### src/rtl/bg_scroll_renderer.sv
// Scrolling, tiled background renderer: maps the current VGA pixel to a wrapped
// texel address, waits out the ROM/palette latency and emits a gated RGB pixel.
module bg_scroll_renderer #(
    parameter int IMG_W       = 160,
    parameter int IMG_H       = 120,
    parameter int SCALE_SHIFT = 2,
    parameter int ADDR_W      = 15,
    parameter int IDX_W       = 4,
    parameter int ROM_LAT     = 2
) (
    input  logic              vga_clk,
    input  logic              reset,
    input  logic [9:0]        DrawX,
    input  logic [9:0]        DrawY,
    input  logic              blank,
    input  logic              frame_start,
    input  logic              enable,
    input  logic [9:0]        scroll_x,
    input  logic [9:0]        scroll_y,
    input  logic              scroll_wr,
    output logic [ADDR_W-1:0] rom_addr,
    input  logic [IDX_W-1:0]  rom_q,
    output logic [IDX_W-1:0]  pal_index,
    input  logic [11:0]       pal_rgb,
    output logic [3:0]        red,
    output logic [3:0]        green,
    output logic [3:0]        blue,
    output logic              scroll_err
);

    localparam logic [10:0] IMG_W_S = 11'(IMG_W);
    localparam logic [10:0] IMG_H_S = 11'(IMG_H);
    localparam logic [9:0]  IMG_W_P = 10'(IMG_W);
    localparam logic [9:0]  IMG_H_P = 10'(IMG_H);

    logic [9:0]        pend_x_q, pend_x_d, pend_y_q, pend_y_d;
    logic [9:0]        act_x_q, act_x_d, act_y_q, act_y_d;
    logic              scroll_err_q, scroll_err_d;
    logic [ADDR_W-1:0] rom_addr_q, rom_addr_d;
    logic [ROM_LAT:0]  blank_dly_q, blank_dly_d;
    logic [ROM_LAT:0]  en_dly_q, en_dly_d;
    logic [11:0]       rgb_q, rgb_d;

    logic              in_range, wr_ok;
    logic [9:0]        bx, by;
    logic [10:0]       sum_x, sum_y, sx, sy;

    // Scroll registers: pending is written any time, active only moves on frame_start.
    always_comb begin
        in_range     = (scroll_x < IMG_W_P) && (scroll_y < IMG_H_P);
        wr_ok        = scroll_wr && in_range;
        pend_x_d     = wr_ok ? scroll_x : pend_x_q;
        pend_y_d     = wr_ok ? scroll_y : pend_y_q;
        act_x_d      = act_x_q;
        act_y_d      = act_y_q;
        if (frame_start) begin
            act_x_d = wr_ok ? scroll_x : pend_x_q;
            act_y_d = wr_ok ? scroll_y : pend_y_q;
        end
        scroll_err_d = scroll_err_q | (scroll_wr & ~in_range);
    end

    // Both operands are below the image size, so one conditional subtract wraps.
    always_comb begin
        bx         = DrawX >> SCALE_SHIFT;
        by         = DrawY >> SCALE_SHIFT;
        sum_x      = {1'b0, bx} + {1'b0, act_x_q};
        sum_y      = {1'b0, by} + {1'b0, act_y_q};
        sx         = (sum_x >= IMG_W_S) ? (sum_x - IMG_W_S) : sum_x;
        sy         = (sum_y >= IMG_H_S) ? (sum_y - IMG_H_S) : sum_y;
        rom_addr_d = ADDR_W'(sy) * ADDR_W'(IMG_W) + ADDR_W'(sx);
    end

    always_comb begin
        blank_dly_d = {blank_dly_q[ROM_LAT-1:0], blank};
        en_dly_d    = {en_dly_q[ROM_LAT-1:0], enable};
        rgb_d       = (blank_dly_q[ROM_LAT] && en_dly_q[ROM_LAT]) ? pal_rgb : 12'h000;
    end

    always_ff @(posedge vga_clk or posedge reset) begin
        if (reset) begin
            pend_x_q     <= '0;
            pend_y_q     <= '0;
            act_x_q      <= '0;
            act_y_q      <= '0;
            scroll_err_q <= 1'b0;
            rom_addr_q   <= '0;
            blank_dly_q  <= '0;
            en_dly_q     <= '0;
            rgb_q        <= '0;
        end else begin
            pend_x_q     <= pend_x_d;
            pend_y_q     <= pend_y_d;
            act_x_q      <= act_x_d;
            act_y_q      <= act_y_d;
            scroll_err_q <= scroll_err_d;
            rom_addr_q   <= rom_addr_d;
            blank_dly_q  <= blank_dly_d;
            en_dly_q     <= en_dly_d;
            rgb_q        <= rgb_d;
        end
    end

    assign rom_addr   = rom_addr_q;
    assign pal_index  = rom_q;
    assign red        = rgb_q[11:8];
    assign green      = rgb_q[7:4];
    assign blue       = rgb_q[3:0];
    assign scroll_err = scroll_err_q;

endmodule

### config.mk
export PLATFORM = sky130hd
export DESIGN_NAME = bg_scroll_renderer
export DESIGN_NICKNAME = d
export VERILOG_FILES = /design/src/rtl/bg_scroll_renderer.sv
export SDC_FILE = /design/constraint.sdc
export NUM_CORES = 1
export LEC_CHECK = 0
export ABC_CLOCK_PERIOD_IN_PS = 11300
export BUFFER_PORTS_ARGS = -buffer_cell sky130_fd_sc_hd__buf_2
export CORE_ASPECT_RATIO = 1.75
export CORE_MARGIN = 5
export CORE_UTILIZATION = 25
export CTS_CLUSTER_DIAMETER = 100
export CTS_CLUSTER_SIZE = 10
export DETAILED_ROUTE_END_ITERATION = 8
export RECOVER_POWER = 50
export SETUP_SLACK_MARGIN = 0.2
export SLEW_MARGIN = 20
export SYNTH_ARGS = -nofsm -noshare
export SYNTH_HDL_FRONTEND = slang
export SYNTH_SLANG_ARGS = --single-unit
### constraint.sdc
create_clock -name vga_clk -period 11.3 [get_ports vga_clk]
set_clock_uncertainty 0.2 [all_clocks]
set_input_delay 1.13 -clock vga_clk [delete_from_list [all_inputs] [get_ports vga_clk]]
set_output_delay 1.13 -clock vga_clk [all_outputs]
set_load 0.1 [all_outputs]
# After elaboration in Yosys (flattened, before gate mapping)
# Cells that the tools add are included.
[totals] ff_bits=74 in_bits=62
[op_classes] n_addsub=5 n_mul=1 magnitude_cmp=4 n_mux=5 n_bitwise=3 reduce_logical=3
[op_table] operator="$add A8 B10 Y11" count=2
[op_table] operator="$mux W11" count=2
[op_table] operator="$mux W10" count=2
[op_table] operator="$add A15 B11 Y15" count=1
[op_table] operator="$mux W12" count=1
[op_table] operator="$ge A11 B7 Y1 const B" count=1
[op_table] operator="$ge A11 B8 Y1 const B" count=1
[op_table] operator="$mul A11 B3 Y10 const B" count=1
[op_table] operator="$sub A11 B7 Y11 const B" count=1
[op_table] operator="$sub A11 B8 Y11 const B" count=1
[op_table] operator="$lt A10 B7 Y1 const B" count=1
[op_table] operator="$lt A10 B8 Y1 const B" count=1
[op_table] operator="$logic_and A1 B1 Y1" count=3
[op_table] operator="$and A1 B1 Y1" count=1
[op_table] operator="$not A1 Y1" count=1
[op_table] operator="$or A1 B1 Y1" count=1

# Logic depth before layout (Yosys ltp)
[logic_depth] ltp_word=5 mapped_depth=22 ltp_nobuf=22

# Least setup slack after synthesis
# No wires, ideal clock.
[synth_path] path_type="input to register" from="input DrawY[2]" to="register rom_addr_q[14] (netlist: rom_addr[14])" setup_ns=0.134 arrival_ns=5.111 required_ns=10.966 slack_ns=5.855 path_stages=21 path_buffers=0 cell_sequence="ha_1 > inv_1 > fa_1 > nor2b_1 > o21ai_0 > nand2b_1 > xor2_1 > ha_1 > a31o_2 > nor2_2 > mux2_4 > ha_1 > inv_1 > fa_1 > inv_1 > ha_1 > o21a_1 > o21a_1 > o21a_1 > nand3_1 > xnor3_1"
[synth_via] elab_chain_len=5
[synth_lines] item="start, declared" line="14" source="input logic [9:0] DrawY,"
[synth_lines] item="$add A8 B10 Y11 *" line="68" source="sum_y = {1'b0, by} + {1'b0, act_y_q};"
[synth_lines] item="$sub A11 B7 Y11 or $ge A11 B7 Y1 (tied branches)" line="70" source="sy = (sum_y >= IMG_H_S) ? (sum_y - IMG_H_S) : sum_y;"
[synth_lines] item="$mux W11 *" line="70"
[synth_lines] item="$mul A11 B3 Y10 *" line="71" source="rom_addr_d = ADDR_W'(sy) * ADDR_W'(IMG_W) + ADDR_W'(sx);"
[synth_lines] item="$add A15 B11 Y15 *" line="71"
[synth_lines] item="via rom_addr_d[14]" line="39" source="logic [ADDR_W-1:0] rom_addr_q, rom_addr_d;"
[synth_lines] item="end signal, assigned" line="97" source="rom_addr_q <= rom_addr_d;"
[synth_lines] item="end, declared" line="39"
# Mark *: on every way through the listed nets, which the timed path passes. The rest lies on a longest branch.
# A chain may end at the register's enable or synchronous reset.

# Worst setup path after layout
# Ends and elaborated chain as after synthesis.

==> flow_metrics.tcl <==
set metrics [dict create \
    outcome "complete, but fails checks" \
    violations "max-capacitance violations, max-slew violations" \
    ys_types 60 \
    synthFlopType "dfrtp_1" \
    cts_buffer_depth 2 \
    highest_layer "met4" \
    gp_congestion 0.795 \
    hold_class "reg -> reg" \
    dpl_cell_area_sq_mm 0.00494 \
    die-area_sq_mm 0.0200 \
    grt_pass1_wl_um 15900 \
    post-route-period-util_pct 48.4 \
    hold_violations 0 \
    synth_area_per_cell_sq_um 11.0 \
    cp_data_arrival_time_ns 5.47 \
    row_count 63 \
    post_drt_wl_per_cell_um 13.8 \
    p_sw_share_pct 44.6 \
    ys_seq_area_share_pct 43.0 \
    ant_nets 0 \
    synthArstFlopShare_pct 100 \
    htree_levels 3 \
    syn_inst 391 \
    die_y_um 184 \
    r2r_start "act_y_q[0]$_DFFE_PP0P_" \
    cts_tree "done" \
    start_kind "primary input" \
    setup_viol 0 \
    route.vias.total 3161 \
    clock_power_share_pct 18.3 \
    fmax_ghz 0.183 \
    critical_path_class "in -> reg" \
    power.internal_uw 842 \
    min_period_ns 5.46 \
    numPortBuffers 81 \
    fillers 1766 \
    setup_tns_ns 0 \
    wl_met2_um 5280 \
    cts.reportedPaths.clkPinSlew_ns 0.05 \
    dieWidth_um 109 \
    setup_slack_ns 5.84 \
    cts_buffers 9 \
    dp_hpwl_um 7650 \
    synth_area_leaders "dfrtp_1 43%, ha_1 11%, mux2_2 8.4%" \
    powerDensity_mw_per_mm2 291 \
    cts-root-buf "clkbuf_16" \
    antenna_found_initial 0 \
    crit_path_end_kind "flip-flop" \
    seqPwrFrac_pct 22.0 \
    yosys_warnings 0 \
    worstHoldStart "blank_dly_q[0]$_DFF_PP0_" \
    tightest_slew_ns 3.96 \
    totalWireLength_um 9650 \
    synth_top_area_cell "dfrtp_1" \
    fin_util_pct 30.8 \
    rsz0062_at_grt "false" \
    nets 575 \
    worst-path-max-fanout 5 \
    slew_violations 75 \
    synth_most_common_cell "dfrtp_1" \
    grt_max_degree 75 \
    syn_nets 494 \
    firstDrtPassIters 4 \
    postCtsSetupBuffers 0 \
    maxCapViolCount 1 \
    clkLatencyLatePin_ns 0.33 \
    syn2layout_area_growth_pct 21.3 \
    ctsResizeCount 0 \
    first_global_vias 3427 \
    required_ns 11.31 \
    drive_above_1_share_pct 28.2 \
    synthesis.area_sq_mm 0.00430 \
    synth_edf_count 0 \
    ir_worst_vdd_v 0.000107 \
    dp_worst_setup_slack_ns 5.47 \
    ios 94 \
    p_switching_uw 678 \
    met3_length_um 475 \
    cts_sinks 74 \
    relSlewSlack_pct -164 \
    pwr-share-comb_pct 59.7 \
    met1_length_um 3640 \
    grt_usage_pct 10.1 \
    p_leak_nw 2.63 \
    overflow 0 \
    avgViaCountPerCell 4.50 \
    core_region_area_sq_mm 0.0169 \
    ys_seq_elements 74 \
    drtIter0Drc 106 \
    critPathLaunch "DrawY[2]" \
    ys_top_cells_by_count "74 x dfrtp_1, 37 x ha_1, 32 x mux2_2, 27 x inv_1, 19 x o21ai_0" \
    finalInstanceArea_sq_mm 0.00522 \
    cts_hold_buf 0 \
    yosys.area.top_type_share_pct 43.0 \
    drc_errors 0 \
    start_util_pct 25.4 \
    antenna_cells 0 \
]
[cells by family after synthesis]
family | count (synthesis) | synth area share (%)
AOI/OAI and AO/OA | 92 | 14.6
and+or+nand+nor | 78 | 9.59
DFF | 74 | 43.0
adders and majority gates | 41 | 12.6
buffers and inverters | 39 | 3.81
muxes | 36 | 9.42
xor gates and xnor gates | 31 | 6.98
[per-layer routing]
layer  track usage, %  up-vias
li1                 -     1550
met1             10.3     1517
met2             18.9       78
met3             2.18       16
met4             5.24        0
met5                0        -
[power by group through the flow]
| stage | combinational, mW | sequential (mW) | clock (mW) |
|---|---|---|---|
| final | 0.908 | 0.335 | 0.277 |
| after global routing | 1.00 | 0.340 | 0.300 |
| after CTS | 0.918 | 0.336 | 0.290 |
| after detailed placement | 0.908 | 0.341 | 0 |
| after global placement | 0.897 | 0.339 | 0 |
| after floorplan | 0.579 | 0.525 | 0 |
[layout make-up]
cell class                 count  area (sq um)  area share, %
multi-input combinational    278          2290           43.9
sequential                    74          1850           35.5
timing repair buffer          82           408           7.82
tap                          227           284           5.44
clock buffer                  12           246           4.72
inverter                      27           101           1.94
clock inverter                 2          38.8          0.743
[worst max-delay path: stages]
cell      delay [ns]
buf_2           0.09
ha_1            0.16
inv_1           0.05
fa_1            0.39
nor2b_1         0.15
o21ai_0         0.14
nand2b_1        0.12
xor2_1          0.08
ha_1            0.24
a31o_2          0.25
nor2_2          0.17
mux2_4          0.32
ha_1            0.31
inv_1           0.06
fa_1            0.53
inv_1           0.04
ha_1            0.31
o21a_1          0.14
o21a_1          0.18
o21a_1          0.20
nand3_1         0.11
xnor3_1         0.31
[layout by cell type (no fill, tap or decap), types with 11 or more instances in the layout]
cell	Yosys	routed
dfrtp_1	74	74
mux2_2	32	32
a21oi_1	17	17
buf_2	1	80
ha_1	37	37
o21ai_0	19	19
inv_1	27	27
nand2_1	12	12
xor2_1	11	11
and3_1	12	12
xnor2_1	17	17
nor2_1	14	14
[path summary, 6_finish.rpt]
path                                            end  slack [ns]  depth (start not counted)
setup / recovery             rom_addr[14]$_DFF_PP0_        5.84                         22
hold / removal             blank_dly_q[1]$_DFF_PP0_        0.15                          0
setup reg to reg             rom_addr[14]$_DFF_PP0_        6.38                         21
hold reg to reg            blank_dly_q[1]$_DFF_PP0_        0.15                          0
max in group asynchronous     pend_y_q[4]$_DFF_PP0_        6.54                          3
min in group asynchronous     rom_addr[6]$_DFF_PP0_        2.14                          3
[state kept, by name (all words and copies together) (netlist names)]
name         cells
act_x_q         10
act_y_q         10
blank_dly_q      3
en_dly_q         3
pend_x_q        10
pend_y_q        10
rgb_q           12
rom_addr        15
scroll_err       1
[through the flow]
| stage | hold slack, ns | power [mW] | instances |
|---|---|---|---|
| after global routing | 0.154 | 1.64 | 702 |
| after floorplan | 0.131 | 1.10 | 391 |
| final | 0.147 | 1.52 | 702 |
| after detailed placement | 0.136 | 1.25 | 688 |
| after global placement | 0.135 | 1.24 | 688 |
| after CTS | 0.149 | 1.54 | 702 |
No activity file was read; power rests on OpenSTA's default activity.
